===== config.mk =====
export PLATFORM = sky130hd
export DESIGN_NAME = pe_conv1d_mf
export DESIGN_NICKNAME = d
export VERILOG_FILES = /design/src/rtl/pe_conv1d_pkg.sv /design/src/rtl/pe_mac.sv /design/src/rtl/pe_conv1d_mf.sv
export SDC_FILE = /design/constraint.sdc
export NUM_CORES = 1
export LEC_CHECK = 0
export CAP_MARGIN = 10
export CORE_ASPECT_RATIO = 0.8
export CORE_MARGIN = 4
export CORE_UTILIZATION = 40
export DETAILED_ROUTE_END_ITERATION = 8
export GPL_TIMING_DRIVEN = 0
export MAX_ROUTING_LAYER = met4
export SLEW_MARGIN = 20
export SYNTH_ARGS = -nofsm -noshare
export SYNTH_HDL_FRONTEND = slang
export SYNTH_SLANG_ARGS = --single-unit

===== constraint.sdc =====
create_clock -name clk -period 13.35 [get_ports clk]
set_input_delay 3.3375 -clock clk [delete_from_list [all_inputs] [get_ports clk]]
set_output_delay 3.3375 -clock clk [all_outputs]
set_load 0.03 [all_outputs]

===== src/rtl/pe_conv1d_pkg.sv =====
// Shared state encoding, width helpers and saturating add for the 1-D conv PE.
package pe_conv1d_pkg;

  typedef enum logic [2:0] {
    ST_IDLE,
    ST_LOAD_F,
    ST_LOAD_I,
    ST_MAC,
    ST_PSUM,
    ST_OUT,
    ST_DONE
  } state_t;

  function automatic int fl_w(input int max_f);
    return $clog2(max_f + 1);
  endfunction

  function automatic int il_w(input int max_i);
    return $clog2(max_i + 1);
  endfunction

  // Operands arrive sign-extended to 32 bits; the sum is clamped to a signed 'width'-bit range.
  function automatic logic signed [31:0] sat_add(input logic signed [31:0] a,
                                                 input logic signed [31:0] b,
                                                 input int width);
    logic signed [32:0] s;
    logic signed [32:0] hi;
    logic signed [32:0] lo;
    s  = {a[31], a} + {b[31], b};
    hi = (33'sd1 <<< (width - 1)) - 33'sd1;
    lo = -(33'sd1 <<< (width - 1));
    if (s > hi) return hi[31:0];
    if (s < lo) return lo[31:0];
    return s[31:0];
  endfunction

endpackage


===== src/rtl/pe_mac.sv =====
// pe_mac: signed multiply-accumulate with psum-add select; PE_SAT_EN saturates each add.
// Latency: one cycle per accumulate, result visible on acc the cycle after en.
// Backpressure: none; the controller gates en/clr.
module pe_mac
  import pe_conv1d_pkg::*;
#(
  parameter int DATA_W = 8,
  parameter int PSUM_W = 20
) (
  input  logic                     clk,
  input  logic                     reset,
  input  logic                     clr,
  input  logic                     en,
  input  logic                     sel_psum,
  input  logic signed [DATA_W-1:0] a,
  input  logic signed [DATA_W-1:0] b,
  input  logic signed [PSUM_W-1:0] psum,
  output logic signed [PSUM_W-1:0] acc
);

  logic signed [2*DATA_W-1:0] prod;
  logic signed [PSUM_W-1:0]   addend;
  logic signed [PSUM_W-1:0]   sum;

  assign prod   = (2*DATA_W)'(a) * (2*DATA_W)'(b);
  assign addend = sel_psum ? psum : PSUM_W'(prod);

`ifdef PE_SAT_EN
  assign sum = PSUM_W'(sat_add(32'(acc), 32'(addend), PSUM_W));
`else
  assign sum = acc + addend;
`endif

  always_ff @(posedge clk or posedge reset) begin
    if (reset) begin
      acc <= '0;
    end else if (clr) begin
      acc <= '0;
    end else if (en) begin
      acc <= sum;
    end
  end

endmodule


===== src/rtl/pe_conv1d_mf.sv =====
// pe_conv1d_mf: multi-filter strided 1-D conv PE with psum chaining; PE_SAT_EN saturates accumulates.
// Latency: F MAC cycles plus one PSUM cycle from window start to psum_out_valid.
// Backpressure: OUT holds its result until psum_out_ready; the next psum_in waits for that transfer.
module pe_conv1d_mf
  import pe_conv1d_pkg::*;
#(
  parameter int DATA_W   = 8,
  parameter int PSUM_W   = 20,
  parameter int MAX_F    = 5,
  parameter int MAX_I    = 16,
  parameter int NUM_FILT = 2,
  parameter int FL_W     = fl_w(MAX_F),
  parameter int IL_W     = il_w(MAX_I)
) (
  input  logic              clk,
  input  logic              reset,
  input  logic              cfg_valid,
  output logic              cfg_ready,
  input  logic [FL_W-1:0]   cfg_flen,
  input  logic [IL_W-1:0]   cfg_ilen,
  input  logic [IL_W-1:0]   cfg_stride,
  output logic              cfg_err,
  input  logic              filt_valid,
  output logic              filt_ready,
  input  logic [DATA_W-1:0] filt_data,
  input  logic              ifmap_valid,
  output logic              ifmap_ready,
  input  logic [DATA_W-1:0] ifmap_data,
  input  logic              psum_in_valid,
  output logic              psum_in_ready,
  input  logic [PSUM_W-1:0] psum_in_data,
  output logic              psum_out_valid,
  input  logic              psum_out_ready,
  output logic [PSUM_W-1:0] psum_out_data,
  output logic              busy,
  output logic              done
);

  localparam int FW  = (MAX_F > 1) ? $clog2(MAX_F) : 1;
  localparam int IW  = (MAX_I > 1) ? $clog2(MAX_I) : 1;
  localparam int NFW = (NUM_FILT > 1) ? $clog2(NUM_FILT) : 1;
  localparam int SW  = IL_W + 2;

  state_t            state, nxt;
  logic [FL_W-1:0]   flen;
  logic [IL_W-1:0]   ilen, stride;
  logic [FW-1:0]     k_cnt;
  logic [NFW-1:0]    f_cnt;
  logic [IW-1:0]     i_cnt, w_base, rd_addr;
  logic              cfg_ok, k_last, f_last, i_last, more_win;
  logic              mac_clr, mac_en, mac_sel;
  logic [DATA_W-1:0] filt_rf  [2**NFW][2**FW];
  logic [DATA_W-1:0] ifmap_rf [2**IW];

  assign cfg_ok = (cfg_flen != '0) && (cfg_flen <= FL_W'(MAX_F)) &&
                  (cfg_ilen >= IL_W'(cfg_flen)) && (cfg_ilen <= IL_W'(MAX_I)) &&
                  (cfg_stride != '0);
  assign k_last  = (k_cnt == FW'(flen - 1'b1));
  assign f_last  = (f_cnt == NFW'(NUM_FILT - 1));
  assign i_last  = (i_cnt == IW'(ilen - 1'b1));
  assign rd_addr = w_base + IW'(k_cnt);
  // Another window fits when the next base plus the filter length stays inside the row.
  assign more_win = (SW'(w_base) + SW'(stride) + SW'(flen)) <= SW'(ilen);
  assign busy     = (state != ST_IDLE);

  always_ff @(posedge clk or posedge reset) begin
    if (reset) state <= ST_IDLE;
    else       state <= nxt;
  end

  always_comb begin
    nxt            = state;
    cfg_ready      = 1'b0;
    filt_ready     = 1'b0;
    ifmap_ready    = 1'b0;
    psum_in_ready  = 1'b0;
    psum_out_valid = 1'b0;
    done           = 1'b0;
    mac_clr        = 1'b0;
    mac_en         = 1'b0;
    mac_sel        = 1'b0;
    case (state)
      ST_IDLE: begin
        cfg_ready = 1'b1;
        if (cfg_valid && cfg_ok) nxt = ST_LOAD_F;
      end
      ST_LOAD_F: begin
        filt_ready = 1'b1;
        if (filt_valid && k_last && f_last) nxt = ST_LOAD_I;
      end
      ST_LOAD_I: begin
        ifmap_ready = 1'b1;
        if (ifmap_valid && i_last) begin
          nxt     = ST_MAC;
          mac_clr = 1'b1;
        end
      end
      ST_MAC: begin
        mac_en = 1'b1;
        if (k_last) nxt = ST_PSUM;
      end
      ST_PSUM: begin
        psum_in_ready = 1'b1;
        if (psum_in_valid) begin
          mac_en  = 1'b1;
          mac_sel = 1'b1;
          nxt     = ST_OUT;
        end
      end
      ST_OUT: begin
        psum_out_valid = 1'b1;
        if (psum_out_ready) begin
          mac_clr = 1'b1;
          nxt     = (f_last && !more_win) ? ST_DONE : ST_MAC;
        end
      end
      ST_DONE: begin
        done = 1'b1;
        nxt  = ST_IDLE;
      end
      default: nxt = ST_IDLE;
    endcase
  end

  always_ff @(posedge clk or posedge reset) begin
    if (reset) begin
      flen    <= '0;
      ilen    <= '0;
      stride  <= '0;
      k_cnt   <= '0;
      f_cnt   <= '0;
      i_cnt   <= '0;
      w_base  <= '0;
      cfg_err <= 1'b0;
    end else begin
      cfg_err <= cfg_ready && cfg_valid && !cfg_ok;
      case (state)
        ST_IDLE: if (cfg_valid && cfg_ok) begin
          flen   <= cfg_flen;
          ilen   <= cfg_ilen;
          stride <= cfg_stride;
          k_cnt  <= '0;
          f_cnt  <= '0;
          i_cnt  <= '0;
          w_base <= '0;
        end
        ST_LOAD_F: if (filt_valid) begin
          k_cnt <= k_last ? '0 : k_cnt + 1'b1;
          if (k_last) f_cnt <= f_last ? '0 : f_cnt + 1'b1;
        end
        ST_LOAD_I: if (ifmap_valid) i_cnt <= i_last ? '0 : i_cnt + 1'b1;
        ST_MAC:    k_cnt <= k_last ? '0 : k_cnt + 1'b1;
        ST_OUT: if (psum_out_ready) begin
          f_cnt <= f_last ? '0 : f_cnt + 1'b1;
          if (f_last) w_base <= w_base + IW'(stride);
        end
        default: ;
      endcase
    end
  end

  always_ff @(posedge clk) begin
    if (filt_ready && filt_valid)   filt_rf[f_cnt][k_cnt] <= filt_data;
    if (ifmap_ready && ifmap_valid) ifmap_rf[i_cnt]       <= ifmap_data;
  end

  pe_mac #(
    .DATA_W (DATA_W),
    .PSUM_W (PSUM_W)
  ) u_mac (
    .clk      (clk),
    .reset    (reset),
    .clr      (mac_clr),
    .en       (mac_en),
    .sel_psum (mac_sel),
    .a        (filt_rf[f_cnt][k_cnt]),
    .b        (ifmap_rf[rd_addr]),
    .psum     (psum_in_data),
    .acc      (psum_out_data)
  );

endmodule

# After elaboration in Yosys (flattened, before gate mapping)
# Memories as Yosys holds them, arrays and structs flattened.
# Index checks and enable logic that the tools add are counted.
[op_classes]
n_lt_le_gt_ge = 6
n_mul = 1
n_reduce_logical = 31
n_bitwise = 1
eq_ne = 18
n_addsub = 10
n_mux = 49
[ops]
columns = ["operator", "n"]
rows = [
  ["two-way mux 64 bit", 1],
  ["two-way mux 20 bit", 3],
  ["two-way mux 3 bit", 10],
  ["binary-select mux 8 bit (select 3 bit)", 1],
  ["demux 8 bit (select 3 bit)", 1],
  ["two-way mux 8 bit", 3],
  ["adder 20 bit", 1],
  ["two-way mux 4 bit", 5],
  ["!= test 2 bit, second input constant", 10],
  ["two-way mux 1 bit", 18],
  ["one-hot mux 3 bit (6 select lines)", 1],
  ["multiplier 8 x 8 -> 16 bit", 1],
  ["one-hot mux 4 bit (2 select lines)", 2],
  ["logical AND 1 bit", 14],
  ["nonzero test 3 bit", 4],
  ["equality test 3 bit, second input constant", 3],
  ["one-hot mux 3 bit (3 select lines)", 1],
  ["adder 6 x 3 -> 7 bit", 1],
  ["less-or-equal comparator 7 x 5 -> 1 bit", 1],
  ["adder 4 x 5 -> 6 bit", 1],
  ["equality test 3 x 2 -> 1 bit, second input constant", 2],
  ["AND reduction 3 bit", 2],
  ["AND reduction 6 bit", 1],
  ["nonzero test 2 bit", 3],
  ["other kinds (24)", 26],
]
[word_totals]
output_inout_bits = 28
ram_bits = 256
ff_bits = 49
in_bits = 56
n_memories = 2
word_cells = 128
[memory_table]
columns = ["memory", "words", "word_bits", "rd", "rd_ports_with_merged_regs", "wr", "line", "text"]
rows = [
  ["filt_rf", 2, 64, 1, 0, 1, "pe_conv1d_mf.sv:52", "logic [DATA_W-1:0] filt_rf [2**NFW][2**FW];"],
  ["ifmap_rf", 16, 8, 1, 0, 1, "pe_conv1d_mf.sv:53", "logic [DATA_W-1:0] ifmap_rf [2**IW];"],
]

# Logic depth before layout (Yosys ltp)
# Gate-level depths: netlist of run 1.
[logic_depth]
ltp_word = 9
ltp_mapped = 35
ltp_nobuf = 33

# Modules after synthesis
# Synthesis of run 1 repeated with hierarchy kept, for this count alone.
[hier_totals]
cells_unflattened = 1195
area_unflattened_um2 = 16568.4
[by_module_without_submodules]
columns = ["module", "cells_each", "n_inst", "seq_area_each_um2", "area_each_um2"]
rows = [
  ["pe_conv1d_mf", 683, 1, 8413.1, 12166.7],
  ["pe_mac", 512, 1, 500.5, 4401.7],
]

# Worst setup path after synthesis of run 1
# OpenSTA, ideal clock, no wires.
[synth_timing]
kind = "flip-flop to flip-flop"
from = "reg k_cnt[0]"
to = "reg u_mac.acc[19]"
slack_ns = 5.331
period_less_slack_ns = 8.019
stages_incl_launch_ff = 32
setup_time_ns = 0.121
required_time_ns = 13.229
t_arrival_ns = 7.898
n_path_buf = 1
cell_sequence = "dfrtp_1 > ha_1 > fa_1 > clkbuf_1 > mux4_2 > mux2_2 > a21oi_1 > or2_2 > fa_1 > fa_1 > inv_1 > fa_1 > inv_1 > fa_1 > inv_1 > ha_1 > a21oi_1 > o21bai_1 > a21oi_1 > o21bai_1 > a211o_1 > a31oi_1 > xor2_1 > o21ai_1 > ha_1 > a2111o_1 > nor2_1 > nor2_1 > o2111ai_1 > nand3_1 > a31o_1 > a22o_1"
[synth_between]
elab_chain_len = 9
elab_cells_between_ends = 11
cone_classes = "2 x add/sub; 1 x mul; 6 x mux; 1 x bitwise; 1 x memory"
[synth_lines]
columns = ["element", "line", "text"]
rows = [
  ["from (decl)", "pe_conv1d_mf.sv:47", "logic [FW-1:0] k_cnt;"],
  ["from (signal assigned)", "pe_conv1d_mf.sv:148", "k_cnt <= k_last ? '0 : k_cnt + 1'b1;"],
  ["from (signal assigned)", "pe_conv1d_mf.sv:152", "ST_MAC: k_cnt <= k_last ? '0 : k_cnt + 1'b1;"],
  ["branches (longest 4 deep; another with memory (16 x 8 bit))", "n/a", ""],
  ["multiplier 8 x 8 -> 16 bit (*)", "pe_mac.sv:25", "assign prod = (2*DATA_W)'(a) * (2*DATA_W)'(b);"],
  ["two-way mux 20 bit (*)", "pe_mac.sv:26", "assign addend = sel_psum ? psum : PSUM_W'(prod);"],
  ["adder 20 bit (*)", "pe_mac.sv:31", "assign sum = acc + addend;"],
  ["two-way mux 20 bit (*)", "pe_mac.sv:39", "end else if (en) begin"],
  ["two-way mux 20 bit (*)", "pe_mac.sv:37", "end else if (clr) begin"],
  ["to (signal assigned)", "pe_mac.sv:40", "acc <= sum;"],
  ["to (decl)", "pe_mac.sv:18", "output logic signed [PSUM_W-1:0] acc"],
]
# Every way passes the cells marked *. The select of a mux whose other input is x is not followed.
# A chain may end at the register's enable or synchronous reset.

# Final worst setup path of run 1
[layout_timing]
from = "reg w_base[0]"
to = "reg u_mac.acc[19]"
[layout_between]
elab_chain_len = 7
[layout_lines]
columns = ["element", "line", "text"]
rows = [
  ["from (decl)", "pe_conv1d_mf.sv:49", "logic [IW-1:0] i_cnt, w_base, rd_addr;"],
  ["from (signal assigned)", "pe_conv1d_mf.sv:155", "if (f_last) w_base <= w_base + IW'(stride);"],
  ["adder 4 x 3 -> 4 bit", "pe_conv1d_mf.sv:61", "assign rd_addr = w_base + IW'(k_cnt);"],
  ["memory (16 x 8 bit)", "n/a", ""],
  ["multiplier 8 x 8 -> 16 bit", "pe_mac.sv:25", ""],
  ["two-way mux 20 bit", "pe_mac.sv:26", ""],
  ["adder 20 bit", "pe_mac.sv:31", ""],
  ["two-way mux 20 bit", "pe_mac.sv:39", ""],
  ["two-way mux 20 bit", "pe_mac.sv:37", ""],
]
# Every way passes these cells. The select of a mux whose other input is x is not followed.

==> flow_summary_export.csv, run 1 <==
group,metric,value,unit
cts,clock_sinks,305,
logic_synthesis,synth-adder-area-share,0.1324,
floorplan,dieArea,44400,µm²
run_status,status,"finished clean",
timing,final.setup.tns,0,ns
floorplan,start_util,0.4043,
logic_synthesis,yosys.area.top_type,"edfxtp_1",
worst_setup_path,crit_required,13.74,ns
logic_synthesis,synth_top_area_frac,0.4679,
cells_and_area,fin_cells,1888,
worst_hold_path,hold_path_startpoint,"u_mac.acc[19]",
worst_setup_path,crit_arrival,9.86,ns
cts,htreeDepth,2,
worst_hold_path,hold_class,"flip-flop to flip-flop",
timing,timing.slew.headroom,0.3423,
global_routing,grt_pass1_wl,57.77,mm
logic_synthesis,yosys_warnings,0,
cts,clk_pin_slew,0.05,ns
cells_and_area,fin_nets,1512,
worst_setup_path,timing.critical_path.mode_cell,"fa_1",
floorplan,placementRows,66,
timing,finalSetupViolCount,0,
logic_synthesis,synth_compound_area_frac,0.06923,
cells_and_area,area_growth,15.92,%
place,gp_congestion,0.8378,
cts,ctsHoldBuffers,0,
timing,rsz0062_at_grt,"false",
floorplan,dieWidth,234.6,µm
cts,root_buffer,"clkbuf_16",
logic_synthesis,synth.cell_area,16430,µm²
cts,postCtsSetupRepairBufs,0,
worst_setup_path,start_kind,"flip-flop",
route,antenna_left,0,
timing,worst_pin_slew,0.9830,ns
logic_synthesis,synth_nets,1391,
logic_synthesis,synth_top_family_by_area,"adder cells",
cts,clk_latency,0.53,ns
logic_synthesis,synth_xor_area_frac,0.02452,
global_routing,grt_pass1_vias,10100,
logic_synthesis,syn_inst,1199,
worst_setup_path,end_kind,"flip-flop",
route,wl_per_cell,19.33,µm
global_routing,grt_overflow,0,
global_routing,antenna_found_initial,0,
logic_synthesis,synthFlopType,"edfxtp_1",
place,place_inst,1828,
cells_and_area,antenna_cells,0,
global_routing,grtUsageTotal,0.1735,
timing,post-route-min-period,9.467,ns
timing,post-route-period-util,0.7092,
cts,ctsLongestPathBuffers,3,
cts,cts.repair.resized,0,
route,post-route-drc-count,0,
worst_setup_path,cp_slowest_stage_delay,0.68,ns
worst_setup_path,crit_fanout,10,
worst_setup_path,cp-startpoint,"w_base[0]",
cells_and_area,drive_gt1_frac,0.1369,
place,hpwlAfterDp,26.44,mm
job,maxCapViolCount,0,
route,vias,9749,
timing,slew_viol_final,0,
logic_synthesis,ys_types,69,
place,io_buffer_count,82,
timing,skew,0.02948,ns
logic_synthesis,synth_edf_count,256,
route,finalWirelength,36.49,mm
logic_synthesis,synth_commonest_cells,"edfxtp_1 (256), inv_1 (120), nor2_1 (95), nand2_1 (93), ha_1 (73)",
logic_synthesis,yosysSeqAreaShare,0.5426,
timing,max_freq,105.6,MHz
logic_synthesis,synth_mux_area_frac,0.1165,
worst_setup_path,cp_slowest_cell,"a21oi_1",
timing,final_hold_viol_count,0,
worst_setup_path,r2r_start,"w_base[0]",
logic_synthesis,synthTopCellsByArea,"edfxtp_1 (47%), mux4_2 (8.8%), fa_1 (7.7%)",
cts,numCtsBuffers,34,
floorplan,core-area,40630,µm²
logic_synthesis,yosysMostFrequentCell,"edfxtp_1",
route,drt_iter0_markers,687,
logic_synthesis,syn_avg_cell_area,13.70,µm²
route,routed_via_density,5.164,
global_routing,grt_max_degree,30,
cts,cts_tree,"yes",
logic_synthesis,synth_seq_cells,305,
logic_synthesis,synth-simple-area-share,0.07730,
floorplan,ios,84,
worst_setup_path,critical_path_class,"flip-flop to flip-flop",
logic_synthesis,async_flop_share,0.1607,
route,drt-pass1-iter-count,5,
floorplan,die-height,189.3,µm
[final timing paths]
kind	slack, ns	depth (start not counted)	end
setup / recovery	3.88	33	u_mac.acc[19]
hold / removal	0.52	1	u_mac.acc[19]
setup reg to reg	3.88	33	u_mac.acc[19]
hold reg to reg	0.52	1	u_mac.acc[19]
max in group asynchronous	9.71	3	state[2]
min in group asynchronous	3.16	2	u_mac.acc[0]
[critical path, delay by kind of cell (launching register included)]
kind / cells / cell delay (ns)
flops: 1 / 0.46
buf+inv: 5 / 0.69
compound gates: 12 / 3.01
xor+xnor: 2 / 0.87
simple gates: 5 / 0.57
fa+ha+maj: 8 / 3.40
mux: 1 / 0.31
[layout make-up]
type / instances / area (µm²)
clock inverter: 15 / 143.9
clock buffer: 45 / 892.1
multi-input combinational: 736 / 6939
inverter: 120 / 452.9
tap: 544 / 680.7
buffer: 38 / 165.2
timing repair buffer: 85 / 855.8
fill: 3617 / 21590
sequential: 305 / 8914
[metal layers]
metal  GRT usage  share of wire  up-vias
met5           -              0        -
met4     0.03701          0.013        0
met3     0.02407          0.041       40
met2      0.2625           0.45      187
met1      0.2530           0.49     4955
li1            -              -     4567
[stage by stage]
stage | hold WS [ns] | area, µm² | setup slack [ns] | util
floorplan | 0.4710 | 16430 | 5.331 | -
global placement | 0.4996 | 17930 | 3.899 | 0.4413
detailed placement | 0.5154 | 18010 | 3.830 | 0.4432
CTS | 0.5280 | 19040 | 3.734 | 0.4687
global route | 0.5545 | 19040 | 3.306 | 0.4687
finish | 0.5238 | 19040 | 3.883 | 0.4687
[kinds of logic (layout without fill, tap and decap cells)]
family,Yosys count,count (layout)
DFF,305,305
and+or+nand+nor,277,277
AOI/OAI and AO/OA,169,169
buffers and inverters,158,303
adders and majority gates,136,136
muxes,108,108
xor gates and xnor gates,46,46
[flip-flops by register name, summed over array words and instances, names as in the netlist]
| name | flops |
|---|---|
| ifmap_rf | 128 |
| i_cnt | 4 |
| state | 3 |
| filt_rf | 128 |
| u_mac.acc | 20 |
| ilen | 5 |
| stride | 5 |
| k_cnt | 3 |
| flen | 3 |
| cfg_err | 1 |
| f_cnt | 1 |
| w_base | 4 |
[placed cells by master, fill, tap and decap left out, types with 7 or more instances in the layout]
| master | synthesis | layout |
|---|---|---|
| clkbuf_1 | 23 | 34 |
| nand3_1 | 7 | 7 |
| mux2_2 | 22 | 22 |
| xnor2_1 | 27 | 27 |
| o21a_1 | 7 | 7 |
| clkbuf_16 | 0 | 34 |
| edfxtp_1 | 256 | 256 |
| a21oi_1 | 40 | 40 |
| nand2b_1 | 25 | 25 |
| nor2b_1 | 15 | 15 |
| clkdlybuf4s50_1 | 0 | 82 |
| inv_1 | 120 | 119 |
| o21ai_0 | 35 | 35 |
| mux4_2 | 64 | 64 |
| nand2_1 | 93 | 93 |
| ha_1 | 73 | 73 |
| o21ai_1 | 24 | 24 |
| buf_2 | 9 | 9 |
| a21o_1 | 11 | 11 |
| fa_1 | 63 | 63 |
| mux2i_1 | 18 | 18 |
| dfrtp_1 | 49 | 49 |
| nor3_2 | 0 | 8 |
| or2_2 | 9 | 9 |
| nor2_1 | 95 | 95 |
| xor2_1 | 19 | 19 |
Power of run 1 is left out: the tool's default activity adds up to more than one toggle a clock period on the data nets, which glitch-free logic cannot reach.
==> inputs of run 2 (changes only) <==
==> constraint.sdc (replaced) <==
create_clock -name clk -period 9.9 [get_ports clk]
set_input_delay 2.475 -clock clk [delete_from_list [all_inputs] [get_ports clk]]
set_output_delay 2.475 -clock clk [all_outputs]
set_load 0.03 [all_outputs]
==> flow_summary_export.csv, run 2 (synthesized netlist as in run 1, its figures left out) <==
group,metric,value,unit
timing,post-route-period-util,0.9495,
route,drt_iter0_markers,699,
worst_setup_path,crit_arrival,9.80,ns
timing,final_hold_viol_count,0,
worst_setup_path,cp_slowest_cell,"xor2_1",
worst_setup_path,crit_required,10.30,ns
route,antenna_left,0,
worst_setup_path,crit_fanout,10,
route,routed_via_density,5.169,
worst_setup_path,timing.critical_path.mode_cell,"fa_1",
worst_setup_path,critical_path_class,"flip-flop to flip-flop",
timing,skew,0.02897,ns
worst_setup_path,cp_slowest_stage_delay,0.67,ns
place,gp_congestion,0.8378,
global_routing,grt_pass1_vias,10100,
timing,timing.slew.headroom,0.3196,
cells_and_area,multi_input_area,6947,µm²
cells_and_area,layout_commonest_cell,"edfxtp_1",
timing,worst_slack,0.5003,ns
cells_and_area,final_cell_mix,"edfxtp_1 (256), inv_1 (119), nor2_1 (95)",
cells_and_area,register_area,8914,µm²
cells_and_area,fin_nets,1512,
worst_setup_path,start_kind,"flip-flop",
timing,slew_viol_final,0,
floorplan,dieArea,44400,µm²
cts,htreeDepth,2,
timing,final.setup.tns,0,ns
cts,clk_pin_slew,0.05,ns
place,place_ws,0.3805,ns
route,post-route-drc-count,0,
cts,root_buffer,"clkbuf_16",
worst_setup_path,cp-endpoint,"u_mac.acc[19]",
global_routing,grt_overflow,0,
floorplan,die-height,189.3,µm
timing,worst_pin_slew,1.017,ns
global_routing,grt_pass1_wl,57.77,mm
route,drt-pass1-iter-count,4,
timing,post-route-min-period,9.400,ns
route,finalWirelength,36.42,mm
worst_setup_path,rrSetupSlack,0.50,ns
cts,clk_latency,0.54,ns
cts,cts_tree,"yes",
worst_setup_path,cp-startpoint,"w_base[0]",
timing,rsz0062_at_grt,"false",
cts,ctsLongestPathBuffers,3,
worst_setup_path,r2r_start,"w_base[0]",
cts,ctsHoldBuffers,0,
floorplan,start_util,0.4043,
worst_hold_path,hold_class,"flip-flop to flip-flop",
floorplan,dieWidth,234.6,µm
cells_and_area,area_growth,15.96,%
place,hpwlAfterDp,26.44,mm
floorplan,ios,84,
timing,finalSetupViolCount,0,
job,maxCapViolCount,0,
cts,numCtsBuffers,34,
place,io_buffer_count,82,
worst_setup_path,r2r_end,"u_mac.acc[19]",
floorplan,placementRows,66,
global_routing,grtUsageTotal,0.1735,
global_routing,antenna_found_initial,0,
cts,postCtsSetupRepairBufs,0,
global_routing,grt_max_degree,30,
cells_and_area,num-fill-cells,3619,
worst_setup_path,end_kind,"flip-flop",
cells_and_area,largestRegisters,"filt_rf (128), ifmap_rf (128), u_mac.acc (20)",
cts,clock_sinks,305,
cells_and_area,drive_gt1_frac,0.1384,
route,wl_per_cell,19.29,µm
run_status,status,"finished clean",
worst_setup_path,r2r_cells,32,
timing,max_freq,106.4,MHz
route,vias,9760,
cells_and_area,antenna_cells,0,
floorplan,core-area,40630,µm²
[run 2: stage by stage]
stage          instances  cell area (µm²)  hold WS [ns]    util
2_1_floorplan       1199            16430        0.4710       -
3_5_place_dp        1828            18010        0.5154  0.4432
4_1_cts             1888            19040        0.5280  0.4687
5_1_grt             1888            19050        0.5545  0.4689
3_3_place_gp        1825            17930        0.4996  0.4413
6_report            1888            19050        0.5236  0.4689
[run 2: worst max-delay path, delay by kind of cell (launching register included)]
| kind | cells | cell delay [ns] |
|---|---|---|
| adder cells (fa/ha/maj) | 8 | 3.39 |
| AO/OA/AOI/OAI | 12 | 2.95 |
| XOR/XNOR | 2 | 0.89 |
| buffers and inverters | 4 | 0.64 |
| AND/OR/NAND/NOR | 5 | 0.61 |
| flip-flops | 1 | 0.46 |
| multiplexers | 1 | 0.30 |
[run 2: layout make-up]
type	count	area share
Sequential cell	305	0.4679
Multi-Input combinational cell	736	0.3646
Clock buffer	45	0.04683
Timing Repair Buffer	85	0.04492
Tap cell	544	0.03573
Inverter	120	0.02378
Buffer	38	0.008669
Clock inverter	15	0.007553
[run 2: what timing repair did]
action | in CTS | in global routing
hold endpoints to repair | 0 | 0
resized for setup | 0 | 2
endpoints found under the setup margin | 0 | 1
[run 2: worst min-delay path by stage]
stage	from	endpoint	slack [ns]	cells past startpoint
after floorplan	stride[3]	stride[3]	0.47	1
after global placement	ilen[4]	ilen[4]	0.50	1
after detailed placement	u_mac.acc[7]	u_mac.acc[7]	0.52	2
after CTS	ilen[4]	ilen[4]	0.53	1
after global routing	ilen[4]	ilen[4]	0.55	1
final	u_mac.acc[19]	u_mac.acc[19]	0.52	1
[run 2: routing by layer]
metal / part of all wire / GRT usage
met1: 0.49 / 0.2530
met2: 0.46 / 0.2625
met3: 0.043 / 0.02407
met4: 0.014 / 0.03701
met5: 0 / -
Power of run 2 is left out for the same reason.
==> inputs of run 3 (changes only) <==
--- a/config.mk
+++ b/config.mk
@@ -10,7 +10,6 @@
 export CORE_MARGIN = 4
 export CORE_UTILIZATION = 40
 export DETAILED_ROUTE_END_ITERATION = 8
-export GPL_TIMING_DRIVEN = 0
 export MAX_ROUTING_LAYER = met4
 export SLEW_MARGIN = 20
 export SYNTH_ARGS = -nofsm -noshare
==> flow_summary_export.csv, run 3 (synthesized netlist as in run 1, its figures left out) <==
group,metric,value,unit
route,drt_iter0_markers,701,
route,finalWirelength,35.52,mm
cells_and_area,area_growth,15.66,%
global_routing,grt_max_degree,50,
worst_setup_path,crit_fanout,32,
cts,root_buffer,"clkbuf_16",
route,antenna_left,0,
cts,numCtsBuffers,31,
worst_setup_path,cp-startpoint,"w_base[0]",
cts,postCtsSetupRepairBufs,0,
cts,clk_pin_slew,0.07,ns
cts,clock_sinks,305,
worst_setup_path,cp_slowest_stage_delay,0.61,ns
worst_setup_path,r2r_end,"u_mac.acc[19]",
worst_setup_path,rrSetupSlack,1.23,ns
cells_and_area,layout_commonest_cell,"edfxtp_1",
cts,cts.repair.resized,0,
cts,clk_latency,0.58,ns
cts,htreeDepth,1,
cells_and_area,final_cell_mix,"edfxtp_1 (256), inv_1 (119), nor2_1 (95)",
timing,worst_pin_slew,1.069,ns
cells_and_area,fin_nets,1483,
route,wl_per_cell,19.10,µm
place,gp_congestion,0.7993,
floorplan,placementRows,66,
worst_hold_path,hold_path_startpoint,"stride[3]",
timing,post-route-period-util,0.8756,
timing,post-route-min-period,8.668,ns
worst_setup_path,crit_arrival,9.13,ns
floorplan,start_util,0.4043,
job,maxCapViolCount,0,
route,post-route-drc-count,0,
timing,final_hold_viol_count,0,
cts,ctsLongestPathBuffers,3,
worst_setup_path,r2r_start,"w_base[0]",
run_status,status,"finished clean",
cells_and_area,antenna_cells,0,
floorplan,dieWidth,234.6,µm
worst_hold_path,min_path_cells,1,
worst_setup_path,end_kind,"flip-flop",
worst_setup_path,crit_cells,31,
global_routing,antenna_found_initial,0,
floorplan,core-area,40630,µm²
cts,cts_tree,"yes",
worst_setup_path,cp-endpoint,"u_mac.acc[19]",
cells_and_area,drive_gt1_frac,0.1459,
worst_setup_path,path_buf_inv,4,
worst_setup_path,critical_path_class,"flip-flop to flip-flop",
worst_setup_path,cp_slowest_cell,"a21oi_1",
floorplan,dieArea,44400,µm²
cts,ctsHoldBuffers,0,
place,hpwlAfterDp,25.22,mm
global_routing,grt_overflow,0,
worst_setup_path,timing.critical_path.mode_cell,"fa_1",
worst_setup_path,start_kind,"flip-flop",
cells_and_area,multi_input_area,6947,µm²
global_routing,grt_pass1_vias,10040,
route,drt-pass1-iter-count,5,
timing,final.setup.tns,0,ns
timing,max_freq,115.4,MHz
global_routing,grt_pass1_wl,56.39,mm
worst_setup_path,r2r_cells,31,
route,vias,9609,
timing,finalSetupViolCount,0,
worst_hold_path,hold_class,"flip-flop to flip-flop",
worst_setup_path,critPathTopFamily,"adder cells",
cells_and_area,num-fill-cells,3609,
timing,slew_viol_final,0,
place,io_buffer_count,83,
floorplan,die-height,189.3,µm
route,routed_via_density,5.166,
timing,skew,0.01057,ns
cells_and_area,register_area,8915,µm²
timing,rsz0062_at_grt,"false",
floorplan,ios,84,
cells_and_area,largestRegisters,"filt_rf (128), ifmap_rf (128), u_mac.acc (20)",
worst_setup_path,crit_required,10.37,ns
timing,timing.slew.headroom,0.2847,
global_routing,grtUsageTotal,0.1677,
run 3: cell type report:
type,count,share of cell area
Sequential cell,305,0.4692
Inverter,120,0.02371
Clock inverter,24,0.01501
Timing Repair Buffer,97,0.04926
Multi-Input combinational cell,736,0.3656
Clock buffer,34,0.04142
Tap cell,544,0.03582
run 3: worst min path at each step:
stage	endpoint	slack, ns
floorplan	stride[3]	0.47
global placement	stride[3]	0.49
detailed placement	stride[3]	0.50
CTS	stride[3]	0.52
global route	stride[3]	0.54
finish	stride[3]	0.51
run 3: metrics by stage:
stage | hold slack, ns | utilization | cells | area (µm²) | setup WS (ns)
after global routing | 0.5447 | 0.4677 | 1860 | 19000 | 0.5913
after detailed placement | 0.5032 | 0.4413 | 1802 | 17930 | 1.156
after floorplan | 0.4710 | - | 1199 | 16430 | 1.881
final | 0.5121 | 0.4677 | 1860 | 19000 | 1.232
after global placement | 0.4915 | 0.4413 | 1802 | 17930 | 1.293
after CTS | 0.5168 | 0.4677 | 1860 | 19000 | 1.120
run 3: per-layer routing:
layer / GRT usage / part of all wire / up-vias
li1: - / - / 4507
met1: 0.2413 / 0.48 / 4852
met2: 0.2590 / 0.46 / 193
met3: 0.02196 / 0.040 / 57
met4: 0.03520 / 0.019 / 0
met5: - / 0 / -
run 3: worst reg2reg max path: cells and delay by family, from the launching register on:
kind | cells | cell delay [ns]
xor gates and xnor gates | 1 | 0.16
DFF | 1 | 0.46
and+or+nand+nor | 4 | 0.52
buffers and inverters | 4 | 0.56
AOI/OAI and AO/OA | 12 | 2.76
adders and majority gates | 8 | 3.42
muxes | 2 | 0.66
Power of run 3 is left out for the same reason.
